$ cat src/rtl/ifetch_prefetch.sv
// Instruction fetch stage: drives the combinational boot ROM, buffers {pc, word} pairs in a
// small prefetch FIFO and hands them to decode over valid/ready. Optional counters: IFETCH_PERF_EN.
module ifetch_prefetch #(
    parameter logic [31:0] RESET_PC = 32'h0000_0000,
    parameter int          DEPTH    = 4
) (
    input  logic        clk,
    input  logic        rst_n,
    output logic [31:0] rom_addr,
    input  logic [31:0] rom_data,
    input  logic        redirect_valid,
    input  logic [31:0] redirect_pc,
    output logic        instr_valid,
    input  logic        instr_ready,
    output logic [31:0] instr_data,
`ifdef IFETCH_PERF_EN
    output logic [31:0] instr_pc,
    output logic [31:0] perf_fetch_cnt,
    output logic [31:0] perf_stall_cnt
`else
    output logic [31:0] instr_pc
`endif
);
    localparam int AW = $clog2(DEPTH);
    localparam int CW = $clog2(DEPTH + 1);
    localparam logic [CW-1:0] FULL = CW'(DEPTH);

    logic [31:0]   fetch_pc;
    logic [CW-1:0] count;
    logic [AW-1:0] rd_ptr, wr_ptr;
    logic [31:0]   pc_mem   [DEPTH];
    logic [31:0]   data_mem [DEPTH];
    logic          push, pop;

    // Push looks only at registered count, so ready never reaches rom_addr combinationally.
    assign push        = (count < FULL) && !redirect_valid;
    assign pop         = instr_valid && instr_ready && !redirect_valid;
    assign instr_valid = (count != '0);
    assign instr_data  = data_mem[rd_ptr];
    assign instr_pc    = pc_mem[rd_ptr];
    assign rom_addr    = fetch_pc;

    always_ff @(posedge clk or negedge rst_n) begin
        if (!rst_n) begin
            fetch_pc <= {RESET_PC[31:2], 2'b00};
            count    <= '0;
            rd_ptr   <= '0;
            wr_ptr   <= '0;
        end else if (redirect_valid) begin
            fetch_pc <= {redirect_pc[31:2], 2'b00};
            count    <= '0;
            rd_ptr   <= '0;
            wr_ptr   <= '0;
        end else begin
            count <= count + CW'(push) - CW'(pop);
            if (push) begin
                fetch_pc <= fetch_pc + 32'd4;
                wr_ptr   <= wr_ptr + AW'(1);
            end
            if (pop)
                rd_ptr <= rd_ptr + AW'(1);
        end
    end

    always_ff @(posedge clk or negedge rst_n) begin
        if (!rst_n) begin
            for (int i = 0; i < DEPTH; i++) begin
                pc_mem[i]   <= '0;
                data_mem[i] <= '0;
            end
        end else if (push) begin
            pc_mem[wr_ptr]   <= fetch_pc;
            data_mem[wr_ptr] <= rom_data;
        end
    end

`ifdef IFETCH_PERF_EN
    // Free-running; a redirect does not clear them.
    always_ff @(posedge clk or negedge rst_n) begin
        if (!rst_n) begin
            perf_fetch_cnt <= '0;
            perf_stall_cnt <= '0;
        end else begin
            if (push)
                perf_fetch_cnt <= perf_fetch_cnt + 32'd1;
            if (instr_valid && !instr_ready)
                perf_stall_cnt <= perf_stall_cnt + 32'd1;
        end
    end
`endif
endmodule

$ cat config.mk
export PLATFORM = sky130hd
export DESIGN_NAME = ifetch_prefetch
export DESIGN_NICKNAME = d
export VERILOG_FILES = /design/src/rtl/ifetch_prefetch.sv
export SDC_FILE = /design/constraint.sdc
export NUM_CORES = 1
export LEC_CHECK = 0
export CELL_PAD_IN_SITES_DETAIL_PLACEMENT = 2
export CELL_PAD_IN_SITES_GLOBAL_PLACEMENT = 2
export CORE_ASPECT_RATIO = 0.8
export CORE_MARGIN = 3
export CORE_UTILIZATION = 43
export DETAILED_ROUTE_END_ITERATION = 10
export PLACE_DENSITY = 0.92
export SLEW_MARGIN = 20
export SYNTH_ARGS = -nofsm -noshare
export SYNTH_HDL_FRONTEND = slang
export SYNTH_SLANG_ARGS = --single-unit
$ cat constraint.sdc
create_clock -name clk -period 5.3 [get_ports clk]
set_input_delay 0.795 -clock clk [delete_from_list [all_inputs] [get_ports clk]]
set_output_delay 0.795 -clock clk [all_outputs]
set_load 0.005 [all_outputs]
Yosys cells after proc, flatten, opt, wreduce, memory -nomap -nowiden
Index checks and enable logic that the tools add are counted.
{"block": "word_totals", "register_bits": 295, "input_bits": 68, "output_inout_bits": 97, "wordCells": 48}
{"block": "classes", "add_sub_neg": 5, "n_lt_le_gt_ge": 4, "muxes": 17, "bitwise_logic": 2, "n_reduce_logical": 8}
{"op": "$bwmux W128", "count": 2}
{"op": "$mux W32", "count": 7}
{"op": "$bmux W32 S2", "count": 2}
{"op": "$demux W32 S2", "count": 1}
{"op": "$add A32 B3 Y32 const B", "count": 1}
{"op": "$mux W2", "count": 4}
{"op": "$ge A3 B3 Y1 const B", "count": 2}
{"op": "$not A2 Y3", "count": 2}
{"op": "$add A2 B1 Y2 const B", "count": 2}
{"op": "$logic_and A1 B1 Y1", "count": 4}
{"op": "$reduce_bool A2 Y1", "count": 2}
{"op": "$add A3 B1 Y3", "count": 1}
{"op": "$lt A3 B1 Y1 const B", "count": 1}
{"op": "$lt A3 B3 Y1 const B", "count": 1}
{"op": "$mux W3", "count": 1}
{"op": "$reduce_bool A3 Y1", "count": 1}
{"op": "$sub A3 B1 Y3", "count": 1}
{"op": "$logic_not A1 Y1", "count": 1}

Longest topological paths before layout
Gate-level depths: netlist of run 1.
{"block": "logic_depth", "depth_word": 6, "mapped_depth": 11}

Least setup slack after synthesis of run 1
Ideal clock, no wire load.
{"block": "synth_timing", "path_kind": "input-to-reg", "start": "input port redirect_valid", "end": "register count[2]", "setup_time_ns": 0.132, "t_arrival_ns": 2.433, "required_time_ns": 5.168, "path_slack_ns": 2.735, "stages": 10, "path_cell_list": "clkbuf_1 > buf_1 > nor2_1 > ha_1 > inv_1 > ha_1 > inv_1 > fa_1 > xnor2_1 > nor2_1"}
{"block": "synth_via", "elab_chain_cells": 5, "word_cells_on_any_way": 6}
{"element": "from (decl)", "line_no": "11", "source": "input logic redirect_valid,"}
{"element": "$logic_not A1 Y1", "line_no": "36, 37"}
{"element": "$logic_and A1 B1 Y1", "line_no": "36", "source": "assign push = (count < FULL) && !redirect_valid;"}
{"element": "$add A3 B1 Y3", "line_no": "55", "source": "count <= count + CW'(push) - CW'(pop);"}
{"element": "$sub A3 B1 Y3", "line_no": "55"}
{"element": "$mux W3 *", "line_no": "49", "source": "end else if (redirect_valid) begin"}
{"element": "to (signal assigned)", "line_no": "55"}
{"element": "to (decl)", "line_no": "29", "source": "logic [CW-1:0] count;"}
Every way passes the cells marked *; elsewhere a longest branch is shown, timed or not.
A chain may end at the register's enable or synchronous reset.

Final worst setup path of run 1
{"block": "layout_timing", "start": "register rd_ptr[0]", "end": "output port instr_data[15]"}
{"block": "layout_via", "elab_chain_cells": 4}
{"element": "from (decl)", "line_no": "30", "source": "logic [AW-1:0] rd_ptr, wr_ptr;"}
{"element": "from (signal assigned)", "line_no": "61", "source": "rd_ptr <= rd_ptr + AW'(1);"}
{"element": "$not A2 Y3 (implied by the code)", "line_no": "39", "source": "assign instr_data = data_mem[rd_ptr];"}
{"element": "$bmux W32 S2", "line_no": "39"}
{"element": "$mux W32 (implied by the code) (2 in series)", "line_no": "39"}
{"element": "to (decl)", "line_no": "15", "source": "output logic [31:0] instr_data,"}
Every way passes these cells. The select of a mux whose other input is x is not followed.

==> results of run 1 <==
## routing by layer
metal / part of all wire / up-vias
li1: - / 3448
met1: 0.42 / 4344
met2: 0.50 / 180
met3: 0.050 / 59
met4: 0.023 / 2
met5: 0.00021 / -
## registers in the layout, summed over array words and instances (netlist names)
register  flops
wr_ptr        2
rom_addr     30
count         3
data_mem    128
pc_mem      120
rd_ptr        2
## cells by family (layout without fill, tap and decap cells)
family / Yosys count / after routing / share of synthesized area
DFF: 285 / 285 / 0.552
adders and majority gates: 8 / 8 / 0.00832
xor gates and xnor gates: 18 / 18 / 0.0122
buffers and inverters: 82 / 227 / 0.0294
muxes: 312 / 312 / 0.326
AOI/OAI and AO/OA: 43 / 43 / 0.0208
and+or+nand+nor: 122 / 122 / 0.0519
other: 1 / 6 / 0.000290
## cell usage in the layout, fill, tap and decap left out, types with 2 or more instances in the layout
cell             count
dfrtp_1            283
mux2_2             248
clkdlybuf4s50_1    156
mux4_2              62
clkbuf_16           31
nand2_1             27
nor2_1              23
o21ai_0             17
xnor2_1             13
or4_1               12
a31oi_1             12
nand3_1             12
nand4_1              9
inv_1                8
o31ai_1              8
ha_1                 7
bufinv_16            7
nor4_1               6
clkinv_2             6
xor2_1               5
and3_1               5
clkbuf_8             5
or3_1                4
and2_4               4
conb_1               4
clkbuf_1             4
nand4b_1             3
o211ai_1             3
nor3_1               3
buf_4                3
diode_2              2
nor2b_1              2
or4_4                2
nand2b_1             2
nand3b_1             2
o31a_1               2
mux2i_1              2
dfrtp_4              2
## cell type report
type / count / area [um^2] / share of cell area
sequential: 285 / 7140 / 0.451
timing repair buffer: 162 / 1620 / 0.103
inverter: 9 / 33.8 / 0.00213
antenna: 2 / 5.00 / 0.000316
clock buffer: 40 / 860 / 0.0543
tap: 377 / 472 / 0.0298
clock inverter: 16 / 265 / 0.0167
multi-input combinational: 507 / 5440 / 0.343
## final timing paths
| path | startpoint | to | slack, ns | cells past startpoint |
|---|---|---|---|---|
| max in group asynchronous | rst_n | pc_mem[15]$_DFFE_PN0P_ | 3.72 | 2 |
| setup reg to reg | count[2]$_DFF_PN0_ | count[2]$_DFF_PN0_ | 2.72 | 10 |
| hold / removal | rst_n | pc_mem[89]$_DFFE_PN0P_ | 0.26 | 1 |
| setup / recovery | rd_ptr[0]$_DFFE_PN0P_ | instr_data[15] | 1.47 | 3 |
| min in group clk | data_mem[95]$_DFFE_PN0P_ | data_mem[95]$_DFFE_PN0P_ | 0.50 | 1 |
| hold reg to reg | data_mem[95]$_DFFE_PN0P_ | data_mem[95]$_DFFE_PN0P_ | 0.50 | 1 |
## worst register-to-register path, stage by stage (launching register included)
cell     delay [ns]
dfrtp_1        0.61
or3_1          0.46
nand2_1        0.14
nor2_1         0.07
ha_1           0.30
inv_1          0.05
ha_1           0.14
inv_1          0.05
fa_1           0.38
xnor2_1        0.18
nor2_1         0.06
## power groups by stage
| stage | combinational, mW | sequential, mW | clock [mW] |
|---|---|---|---|
| finish | 3.42 | 3.95 | 2.39 |
| global route | 3.68 | 4.11 | 2.55 |
| CTS | 3.49 | 3.96 | 2.43 |
| detailed placement | 3.44 | 3.96 | 0 |
| global placement | 3.26 | 3.81 | 0 |
| floorplan | 2.19 | 3.53 | 0 |
==> impl_results.md, run 1 <==
* Post-DRT Antenna Nets at 0
* Met2 Track Usage GR at 0.411
* CTS sink cnt at 285
* Crit path cell chain: buf_4 -> mux4_2 -> clkdlybuf4s50_1
* Crit path DAT at 3.04 ns
* Fin Setup TNS at 0 ns
* Total track usage at 0.240
* Root buf cell: clkbuf_16
* DR vias/cell at 5.75
* Main synth FF type: dfrtp_1
* Synth cell count leaders: 285 x dfrtp_1, 248 x mux2_2, 62 x mux4_2, 31 x buf_2, 30 x clkbuf_1
* CTS Buffer Depth at 3
* Seq/Total Area, Yosys at 0.552
* Net load switching power at 2.87 mW
* Status: completed
* Total wire length at 37.6 mm
* CTS tree: yes
* Layout Cells excl Fill at 1398
* Vias in the first global route at 9494
* Initial Utilization at 0.439
* CTS clk-pin slew, worst paths at 0.06 ns
* Htree depth at 1
* Met1 usage at 0.324
* Most frequent cell after synthesis: dfrtp_1
* DR pass1 iterations at 4
* VDD IR-drop max at 275 uV
* Delay-heaviest family, CP: buffers and inverters
* Inst Count DP at 1340
* Final Max Slew Viols at 0
* Power Total at 9.77 mW
* Clock power frac at 0.245
* Sw frac at 0.294
* Area growth syn-to-layout at 22.5%
* Num CTS Buffers at 30
* Remaining DRCs at 0
* I/O pins at 165
* Synth area leader: dfrtp_1
* Post-route cell area at 15800 um^2
* DRT iter0 DRCs at 440
* Final Worst Setup Slack at 1.47 ns
* I/O Buffers at 158
* Worst-Skew Late Latency at 0.56 ns
* Setup violations, final at 0
* Die ar. at 32200 um^2
* CP Capture Type: output port
* Required time of the worst setup path at 4.51 ns
* GR Util met3 at 0.0396
* Largest net degree at the start of global routing at 115
* Least-Margin Pin Slew at 1.11 ns
* Min Tclk post-route at 3.83 ns
* Routed len/inst at 26.9 um
* Flop and latch count out of synthesis at 285
* Antenna violations before repair at 3
* Power Internal at 6.90 mW
* Maximum fanout along the worst path at 35
* Final worst-path cycle share at 0.723
* Rel. slew slack at 0.259
* GRT Max-Usage Layer: met2
* RSZ-0062 raised after global routing: no
* Final core utilization at 0.538
* Delay of the slowest critical-path stage at 0.92 ns
* Clock skew at 0.0150 ns
* Std cell rows at 56
* Post-Place Setup Slack at 1.97 ns
* Routability Congestion at 0.708
* Placed Area at 14700 um^2
* Hold WC Path Type: in -> async
* Post-synth EDFFs at 0
* Worst path bufs/invs at 2
* Final nets at 1071
* Post-CTS Setup Inserts at 0
* FMAX at 261 MHz
* Die width at 200 um
* Grt ovf at 0
* # hold bufs at CTS at 0
* Share of power burned in registers at 0.405
* Core area at 29400 um^2
* Synth top area share at 0.552
* Syn Area/Cell at 14.8 um^2
* DP HPWL at 22.9 mm
* Hold Vio Cnt, Final at 0
* Comb pwr share at 0.351
* Synth warnings at 0
* Synth cell types at 43
* Post-synth ARST share at 1.00
* Leak at 6.32 nW
* First-pass GRT wire length at 59.8 mm
* Die H at 161 um
* Max-cap violations at 0
* Mapped Area at 12900 um^2
* WHS at 0.262 ns
* Via count at 8033
* Fraction of layout cells with a size suffix above 1 at 0.374
* Worst Setup Start Kind: flop
* Post-Syn Instances at 871
* Area contributors post-synth: dfrtp_1 55%, mux2_2 22%, mux4_2 11%, buf_2 1.2%, xnor2_1 0.88%
* Crit-path slowest cell: dfrtp_4
* Pwr dens at 617 nW/um^2
* Post-cts sizing count at 0
* Critical path class: reg -> out
* Fillers at 2642
No activity file was read; power rests on OpenSTA's default activity.
==> run 2, diff against run 1 <==
CORE_UTILIZATION = 36   (was 43)
PLACE_DENSITY = 0.83   (was 0.92)
clock period = 3.27 ns   (was 5.3 ns; I/O delays follow)
==> run 2 against run 1 <==
  * First-iteration DRC count shrank 5.5%
  * Hold slack gained 0.22 ns
  * Die area grew 19%
  * Register-to-register slack lost 1.8 ns
  * Clock power grew 49%
  * Total power grew 59%
  * Critical path depth is the same
  * Critical path type unchanged
  * Critical endpoint is now instr_pc[29]
==> impl_results.md, run 2 (same netlist as run 1, synthesis figures left out) <==
* Reg-to-Reg Start: rom_addr[2]$_DFFE_PN0N_
* I/O Buffers at 158
* Post-CTS Setup Inserts at 0
* Total wire length at 36.5 mm
* Critical path class: reg -> out
* Clock skew at 0.00854 ns
* First-pass GRT wire length at 57.9 mm
* VDD IR-drop max at 545 uV
* Routed len/inst at 24.2 um
* Top reg by flops: data_mem
* Worst reg-to-reg setup slack at 0.91 ns
* Largest net degree at the start of global routing at 96
* Setup violations, final at 0
* Fin Setup TNS at 0 ns
* Htree depth at 1
* Vias in the first global route at 9423
* Post-DRT Antenna Nets at 0
* DP HPWL at 23.9 mm
* Fillers at 3357
* CTS tree: yes
* FMAX at 334 MHz
* Hold depth at 3
* DRT iter0 DRCs at 416
* Antenna violations before repair at 0
* DR pass1 iterations at 5
* Worst Setup Start Kind: flop
* Crit path DAT at 2.50 ns
* Final worst-path cycle share at 0.914
* CP Capture Type: output port
* Rel. slew slack at 0.490
* Power Total at 15.5 mW
* Min Tclk post-route at 2.99 ns
* Final nets at 1090
* I/O pins at 165
* Final core utilization at 0.457
* Crit-path slowest cell: dfrtp_4
* Hold Vio Cnt, Final at 0
* Status: completed
* CTS clk-pin slew, worst paths at 0.06 ns
* Least-Margin Pin Slew at 0.764 ns
* Commonest non-fill, non-tap cell in the layout: dfrtp_1
* Std cell rows at 61
* Worst-Skew Late Latency at 0.57 ns
* Leak at 6.39 nW
* Hold path endpoint: rom_addr[7]$_DFFE_PN0N_
* R2r endpoint: rom_addr[22]$_DFFE_PN0N_
* Maximum fanout along the worst path at 21
* Die width at 218 um
* Post-cts sizing count at 0
* Num CTS Buffers at 31
* # diodes at 0
* Total track usage at 0.195
* CTS sink cnt at 285
* Root buf cell: clkbuf_16
* Max-cap violations at 0
* Area growth syn-to-layout at 24.2%
* Pwr dens at 965 nW/um^2
* Remaining DRCs at 0
* Final Max Slew Viols at 0
* DR vias/cell at 5.34
* Required time of the worst setup path at 2.78 ns
* Grt ovf at 0
* Max reg flops at 128
* Initial Utilization at 0.368
* Die H at 176 um
* Delay of the slowest critical-path stage at 0.65 ns
* Routability Congestion at 0.724
* Hold WC Path Type: in -> reg
* Fraction of layout cells with a size suffix above 1 at 0.383
* Die ar. at 38200 um^2
* FF-to-FF path depth at 5
* Min-delay src: redirect_pc[7]
* Most frequent cells in the layout: 283 x dfrtp_1, 248 x mux2_2, 156 x clkdlybuf4s50_1, 62 x mux4_2, 31 x clkbuf_16
* CTS Buffer Depth at 3
* Crit path cell chain: buf_4 -> mux4_2 -> clkdlybuf4s50_1
* RSZ-0062 raised after global routing: no
* Core area at 35100 um^2
* Via count at 8062
## run 2: layout make-up
| type | instances | area [um^2] | area share |
|---|---|---|---|
| timing repair buffer | 180 | 1820 | 0.114 |
| clock inverter | 12 | 115 | 0.00717 |
| inverter | 9 | 33.8 | 0.00210 |
| multi-input combinational | 507 | 5440 | 0.339 |
| sequential | 285 | 7140 | 0.445 |
| tap | 472 | 591 | 0.0368 |
| clock buffer | 45 | 918 | 0.0572 |
## run 2: critical path: cells and delay by family, from the launching register on
kind / cells / cell delay, ns
buf+inv: 2 / 0.88
flops: 1 / 0.65
mux: 1 / 0.39
## run 2: worst max-delay path by stage
stage | start | end | slack [ns] | cells past startpoint
final | rd_ptr[1]$_DFFE_PN0P_ | instr_pc[29] | 0.28 | 3
after detailed placement | rd_ptr[1]$_DFFE_PN0P_ | instr_data[0] | 0.85 | 3
after CTS | rd_ptr[1]$_DFFE_PN0P_ | instr_data[0] | 0.22 | 3
after global routing | rd_ptr[1]$_DFFE_PN0P_ | instr_data[10] | 0.19 | 3
after floorplan | count[2]$_DFF_PN0_ | count[2]$_DFF_PN0_ | 0.93 | 11
after global placement | rd_ptr[1]$_DFFE_PN0P_ | instr_pc[29] | 0.89 | 3
## run 2: what timing repair did
action / 4_1_cts / 5_1_grt
hold endpoints to repair: 80 / 0
endpoints found under the setup margin: 0 / 0
hold buffers: 1 / 0
## run 2: through the flow
stage               instance area (um^2)  hold slack (ns)  cells  setup WS (ns)
CTS                                16100            0.452   1510          0.222
global placement                   15000            0.484   1452          0.891
global route                       16100            0.485   1510          0.191
detailed placement                 15000            0.493   1452          0.849
floorplan                          12900            0.195    874          0.934
finish                             16100            0.483   1510          0.280
## run 2: power by group
group / internal, mW / total, mW / leakage [nW] / switching (mW)
Sequential: 5.15 / 6.19 / 3.42 / 1.04
Combinational: 3.70 / 5.75 / 2.46 / 2.05
Clock: 2.09 / 3.57 / 0.512 / 1.47
Total: 10.9 / 15.5 / 6.39 / 4.57
## run 2: layer usage
layer  up-vias  part of all wire  wire length [um]  GRT usage
li1       3502                 -                 -          -
met1      4335              0.44             16000      0.263
met2       170              0.50             18100      0.334
met3        55             0.043              1580     0.0334
met4         0             0.021               773     0.0391
met5         -                 0                 0          0
==> variant, RTL diff (settings of run 1) <==
The option `IFETCH_PERF_EN` is turned on by a define.
--- a/src/rtl/ifetch_prefetch.sv
+++ b/src/rtl/ifetch_prefetch.sv
@@ -2,2 +2,4 @@
 // small prefetch FIFO and hands them to decode over valid/ready. Optional counters: IFETCH_PERF_EN.
+`define IFETCH_PERF_EN
+
 module ifetch_prefetch #(
Check against the original RTL (old outputs only; new: perf_fetch_cnt and perf_stall_cnt): no difference found for any inputs over 4 cycles, from zero or initial values and one cycle with rst_n low; that may be too few to reach the edited logic, so the function may still have changed.
==> variant against run 1 <==
Area after synthesis is 24% higher; sequential power is 16% higher; first-iteration DRC count is 33% higher; cell area is 24% higher; wire length is 33% higher; worst setup slack better by 0.11 ns; synthesized cell count is 29% higher; sequential cell count is 64 higher; die area is 23% higher; final cell count is 31% higher; clock power is 10% higher; total power is 12% higher.
==> variant: results (changes against run 1) <==
Tot GR Track Use=25.41% (+1.4 points); drt wl/cell=27.33 µm (+1.7%); met1 Resource Use GR=31.73% (-0.71 points); multiplexer area fraction after synthesis=26.48% (-6.1 points); first-pass GRT wire length=78.13 mm (+31%); power per cell area=556.3 nW/µm² (-9.8%); sequential fraction of the synthesis area=54.66% (-0.50 points); CTS Buf Count=39 (+30%); worst slack, placed=2.084 ns (+0.1185 ns); Peak VDD IR=266.5 µV (-3.2%); Post-Syn Instances=1122 (+29%); GPL Wtd Cong=0.7775 (+9.8%); skew final=0.01400 ns (-0.0009845 ns); Finished Layout Cells=1828 (+31%); Synth Area in Compound Gates=1.934% (-0.15 points); adder-cell share of the synthesized area=0.8301% (-0.0021 points); Worst EP arrival=2.93 ns (-0.11 ns); NumNets Final=1400 (+31%); largest net degree at the start of global routing=128 (+11%); placed insts=1760 (+31%); met3 usage=5.528% (+1.6 points); drt via density=5.809 (+1.1%); Clk Latency, worst-skew pair=0.54 ns (-0.02 ns); DR pass1 iterations=5 (+1); CP Max Fanout=36 (+2.9%); dpl cell area=18470 µm² (+26%); status=finished, final reports clean; Leak=8.012 nW (+27%); xor and xnor fraction of the mapped netlist area=4.330% (+3.1 points); layout cells sized above 1=29.62% (-7.8 points)
variant: area by class of cell:
type                    count  area share, %
well taps                 480          3.046
flip-flops and latches    349          44.34
clock inverters            11         0.6029
inverters                  18         0.3427
repair buffers            229          11.77
clock buffers              55          5.559
multi-input cells         685          34.33
diodes                      1        0.01269
variant: how the worst max path moves through the flow:
stage / to / slack, ns / start / cells after the start
3_5_place_dp: instr_data[23] / 2.08 / rd_ptr[0]$_DFFE_PN0P_ / 3
2_1_floorplan: count[2]$_DFF_PN0_ / 2.46 / redirect_valid / 11
4_1_cts: instr_data[23] / 1.50 / rd_ptr[0]$_DFFE_PN0P_ / 3
6_report: instr_data[23] / 1.58 / rd_ptr[0]$_DFFE_PN0P_ / 3
5_1_grt: instr_data[24] / 1.40 / rd_ptr[0]$_DFFE_PN0P_ / 3
3_3_place_gp: instr_pc[26] / 2.10 / rd_ptr[0]$_DFFE_PN0P_ / 3
variant: report_power, final:
part	internal, mW	leakage, nW	switching, mW	total (mW)
clock network	1.54	0.597	1.10	2.63
registers	3.71	4.26	0.865	4.58
logic	2.39	3.16	1.37	3.75
total	7.64	8.01	3.33	11.0
variant: metal layers:
metal	wire (µm)	up-vias
met5	27	-
met4	1005	4
met3	2769	77
met2	25630	300
met1	20540	5733
li1	-	4504
variant: cells by family (layout without fill, tap and decap cells):
group	count (synthesis)	count (layout)
flops	349	349
mux	314	314
simple gates	231	231
xor+xnor	79	79
other cells	1	5
fa+ha+maj	10	10
compound gates	47	47
buf+inv	91	313
variant: worst reg2reg max path, cell delays in order, from the launching register on:
cell and delay (ns):
dfrtp_1 0.61, nor3_1 0.64, inv_1 0.32, nand2_1 0.20
nor2_1 0.06, ha_1 0.28, inv_1 0.07, ha_1 0.18
inv_1 0.06, fa_1 0.40, xnor2_1 0.17, nor2_1 0.05
